[src/rtl/shift_rd.sv]
// shift_rd: 74HC165-style chain reader (parallel load, clock out, deserialize).
// Define SHIFT_RD_SYNC_EN to pass sft_q through a two-flop synchronizer.
module shift_rd #(
    parameter int WIDTH = 8,
    parameter int HALF  = 4
) (
    input  logic             clk,
    input  logic             rst_n,
    input  logic             start,
    output logic             busy,
    output logic [WIDTH-1:0] dout,
    output logic             dvld,
    output logic             sft_pl,
    output logic             sft_cp,
    input  logic             sft_q
);

    localparam int PW = $clog2(2 * HALF);
    localparam int BW = $clog2(WIDTH + 1);

    localparam logic [1:0] S_IDLE  = 2'd0;
    localparam logic [1:0] S_LOAD  = 2'd1;
    localparam logic [1:0] S_SHIFT = 2'd2;
    localparam logic [1:0] S_DONE  = 2'd3;

    logic [1:0]       state;
    logic [PW-1:0]    ph;
    logic [BW-1:0]    bits;
    logic [WIDTH-1:0] shreg;
    logic             q_s;

`ifdef SHIFT_RD_SYNC_EN
    logic [1:0] sync;

    always_ff @(posedge clk) begin
        if (!rst_n) begin
            sync <= 2'b00;
        end else begin
            sync <= {sync[0], sft_q};
        end
    end

    assign q_s = sync[1];
`else
    assign q_s = sft_q;
`endif

    always_ff @(posedge clk) begin
        if (!rst_n) begin
            state  <= S_IDLE;
            ph     <= '0;
            bits   <= '0;
            shreg  <= '0;
            dout   <= '0;
            dvld   <= 1'b0;
            busy   <= 1'b0;
            sft_pl <= 1'b1;
            sft_cp <= 1'b0;
        end else begin
            dvld <= 1'b0;
            unique case (state)
                S_IDLE: begin
                    if (start) begin
                        state  <= S_LOAD;
                        sft_pl <= 1'b0;
                        busy   <= 1'b1;
                        ph     <= '0;
                    end
                end
                S_LOAD: begin
                    if (ph == PW'(HALF - 1)) begin
                        state  <= S_SHIFT;
                        sft_pl <= 1'b1;
                        ph     <= '0;
                        bits   <= '0;
                    end else begin
                        ph <= ph + 1'b1;
                    end
                end
                S_SHIFT: begin
                    // sample on the last low cycle, then raise the shift clock
                    if (ph == PW'(HALF - 1)) begin
                        shreg  <= (shreg << 1) | WIDTH'(q_s);
                        sft_cp <= 1'b1;
                    end
                    if (ph == PW'(2 * HALF - 1)) begin
                        sft_cp <= 1'b0;
                        ph     <= '0;
                        bits   <= bits + 1'b1;
                        if (bits == BW'(WIDTH - 1)) begin
                            state <= S_DONE;
                            dout  <= shreg;
                            dvld  <= 1'b1;
                        end
                    end else begin
                        ph <= ph + 1'b1;
                    end
                end
                S_DONE: begin
                    state <= S_IDLE;
                    busy  <= 1'b0;
                end
                default: state <= S_IDLE;
            endcase
        end
    end

endmodule
[config.mk]
export PLATFORM = sky130hd
export DESIGN_NAME = shift_rd
export DESIGN_NICKNAME = d
export VERILOG_FILES = /design/src/rtl/shift_rd.sv
export SDC_FILE = /design/constraint.sdc
export NUM_CORES = 1
export LEC_CHECK = 0
export CORE_MARGIN = 10
export CORE_UTILIZATION = 33
export CTS_BUF_LIST = sky130_fd_sc_hd__clkbuf_8
export CTS_CLUSTER_SIZE = 25
export DETAILED_ROUTE_END_ITERATION = 12
export PLACE_DENSITY = 0.54
export SLEW_MARGIN = 15
export SYNTH_ARGS = -nofsm -noshare
export SYNTH_HDL_FRONTEND = slang
export SYNTH_SLANG_ARGS = --single-unit
[constraint.sdc]
create_clock -name clk -period 1.79 [get_ports clk]
set_input_delay 0.2685 -clock clk [delete_from_list [all_inputs] [get_ports clk]]
set_output_delay 0.2685 -clock clk [all_outputs]
set_load 0.005 [all_outputs]
==> impl_metrics.py <==
metrics = {
    "cells_and_area": {
        "fin_util_pct": 43.37,
        "final_cell_mix": "dfxtp_1 (29), nor2_1 (16), a21oi_1 (15), clkdlybuf4s50_1 (15), nand3_1 (12)",
        "area_growth_pct": 24.93,
        "insertedDiodeCount": 0,
        "layoutNonFillerInstCount": 211,
        "layout.nets": 175,
        "drive_above_1_share_pct": 12.88,
        "final_common_cell": "dfxtp_1",
    },
    "synthesis": {
        "syn_area_mm2": 0.001290,
        "yosys_warnings": 0,
        "ys_types": 30,
        "synth.avg_cell_area_um2": 9.021,
        "synthCells": 143,
        "yosysSeqAreaShare_pct": 45.00,
        "synth_nets": 156,
        "ys_seq_elements": 29,
    },
    "pwr": {
        "swShare_pct": 31.87,
        "clock_power_share_pct": 32.1,
        "switching_power_mw": 0.5814,
        "ir_worst_vdd_v": 0.0004815,
        "pwr-share-seq_pct": 40.1,
        "combPwrFrac_pct": 27.8,
        "intPower_mw": 1.243,
        "p_leak_nw": 0.6233,
        "p_per_area_mw_per_mm2": 1132,
    },
    "route": {
        "remaining_drc_errors": 0,
        "firstDrtPassIters": 4,
        "num_vias": 1064,
        "dr.first_iter.drc_count": 107,
        "totalWireLength_um": 2766,
        "ant_nets": 0,
        "via_per_inst": 5.043,
        "routedWlPerCell_um": 13.11,
    },
    "setup_path": {
        "critical-path-slowest-cell": "or4_1",
        "r2r-end": "bits[0]",
        "reg2reg_from": "state[0]",
        "path_max_fanout": 8,
        "critPathLaunchType": "flop",
        "crit_required_ps": 1990,
        "crit_type": "flop to flop",
        "worstRegToRegCells": 5,
        "regToRegSetupSlack_ps": 110,
        "cpPeakStageDelay_ps": 530,
        "cp.arrival_ps": 1880,
        "path_buf_inv": 2,
        "crit_path_end_kind": "flop",
        "cpMostUsedCell": "inv_1",
        "crit_family": "simple AND/OR/NAND/NOR gates",
        "path_cells": "inv_1, ha_1, inv_1, or4_1, a21oi_1",
    },
    "timing": {
        "tightest_slew_ps": 383.3,
        "setup_viol": 0,
        "clock_skew_ps": 5.218,
        "maxSlewViolCount": 0,
        "fin_crit_sh_pct": 94.12,
        "max_freq_ghz": 0.5935,
        "period_minus_slack_ps": 1685,
        "slew_headroom_pct": 74.35,
        "finalHoldViolCount": 0,
    },
    "floorplan": {
        "die_height_um": 82.52,
        "initial_utilization_pct": 34.71,
        "row_count": 22,
        "io_pins": 16,
        "die_w_um": 82.52,
        "die_area_mm2": 0.006810,
        "core_area_mm2": 0.003716,
    },
    "flow_run": {
        "drv_cap": 0,
    },
    "clocking": {
        "clock_path_buffers": 2,
        "cts_buffers": 5,
        "holdBufCountCts": 0,
        "cts-root-buf": "clkbuf_8",
        "clkSlewWorstSetupHoldPaths_ps": 60,
        "cts_tree": "done",
        "clk-insertion-delay-late_ps": 270,
        "clkSinkCount": 29,
        "htreeDepth": 2,
    },
    "place": {
        "gp_congestion": 0.8228,
        "dp_hpwl_um": 1996,
        "placed_cells": 203,
        "portBuffers": 15,
    },
    "grt": {
        "antenna_found_initial": 0,
        "track_usage_pct": 8.559,
        "grt_pass1_wl_um": 4574,
        "grt_pass1_vias": 1024,
        "grt_max_degree": 18,
        "overflow": 0,
    },
    "worst_hold_path": {
        "hold_depth": 2,
        "hold_path.class": "flop to flop",
        "min_to": "shreg[7]",
        "min_from": "shreg[7]",
    },
    "run_status": {
        "outcome": "completed",
    },
}
## layer usage
layer  track usage [%]  share of wire (%)  routed length [µm]
met5                 0                  0                   0
met4             4.013                1.1                  31
met3             3.456                4.3                 120
met2             13.92                 49                1354
met1             9.595                 46                1260
## cell usage after synthesis (all sizes together)
cell / number / area [µm²]
dfxtp: 29 / 580.6
nor2: 16 / 60.06
a21oi: 15 / 75.07
nand3: 12 / 60.06
nand2: 11 / 41.29
ha: 9 / 112.6
mux2i: 8 / 80.08
o21ai: 7 / 35.03
inv: 6 / 22.52
clkbuf: 4 / 15.01
nor2b: 4 / 35.03
buf: 3 / 23.77
o31ai: 3 / 22.52
nand4b: 2 / 17.52
nor3: 2 / 10.01
xnor2: 2 / 17.52
a211oi: 1 / 7.510
a311oi: 1 / 8.760
a31o: 1 / 8.760
and2: 1 / 6.260
clkinv: 1 / 3.750
nand4bb: 1 / 11.26
nor4: 1 / 6.260
nor4b: 1 / 15.01
or2: 1 / 6.260
or4: 1 / 7.510
## stage by stage
step	cell area, µm²	setup slack, ps	setup TNS, ps	hold slack (ps)	total power, mW
finish	1612	105.2	0	457.5	1.824
global route	1612	-19.57	-19.57	487.6	1.937
CTS	1595	39.86	0	461.9	1.809
detailed placement	1491	-1.714	-1.714	453.4	1.229
global placement	1491	102.2	0	447.9	1.223
floorplan	1290	159.3	0	344.7	1.099
## state kept, by name, indices dropped and copies added, names as in the netlist
signal,flops
bits,4
state,2
dvld,1
dout,8
shreg,8
sft_cp,1
ph,3
busy,1
sft_pl,1
## cell type report
type	instances	area [µm²]
Multi-Input combinational cell	100	663.1
Clock inverter	1	5.005
Timing Repair Buffer	19	180.2
Tap cell	48	60.06
Fill cell	373	2105
Sequential cell	29	580.6
Clock buffer	7	96.34
Inverter	7	26.28
## repair_timing
item | 4_1_cts | 5_1_grt
setup endpoints to repair | 2 | 4
setup buffers | 0 | 0
resized for setup | 1 | 4
## worst max path at each step
stage                     startpoint       end  slack, ps  depth (start not counted)
final                       state[0]   bits[0]        110                          5
after global routing        state[0]   bits[3]        -20                          6
after CTS                      ph[0]  state[0]         40                          6
after detailed placement       ph[0]   dout[4]         -2                          6
after global placement      state[0]   dout[6]        100                          6
after floorplan                ph[0]   dout[0]        160                          7
## power groups by stage
stage | registers [mW] | logic [mW] | clock network (mW)
2_1_floorplan | 0.737 | 0.361 | 0
3_3_place_gp | 0.740 | 0.482 | 0
3_5_place_dp | 0.743 | 0.485 | 0
4_1_cts | 0.730 | 0.487 | 0.593
5_1_grt | 0.739 | 0.563 | 0.635
6_report | 0.731 | 0.507 | 0.586
## cells by family (layout without fill, tap and decap cells)
family | count (synthesis) | in the layout | synth area share, %
AOI/OAI and AO/OA | 28 | 28 | 12.22
muxes | 8 | 8 | 6.208
xor gates and xnor gates | 2 | 2 | 1.358
adders and majority gates | 9 | 9 | 8.730
DFF | 29 | 29 | 45.01
buffers and inverters | 14 | 34 | 5.043
and+or+nand+nor | 53 | 53 | 21.44
## worst min-delay path, cell delays in order (launching register included)
cell and delay, ps:
dfxtp_1 310, nand2_1 50, a21oi_1 50
No activity file was read; power rests on OpenSTA's default activity.
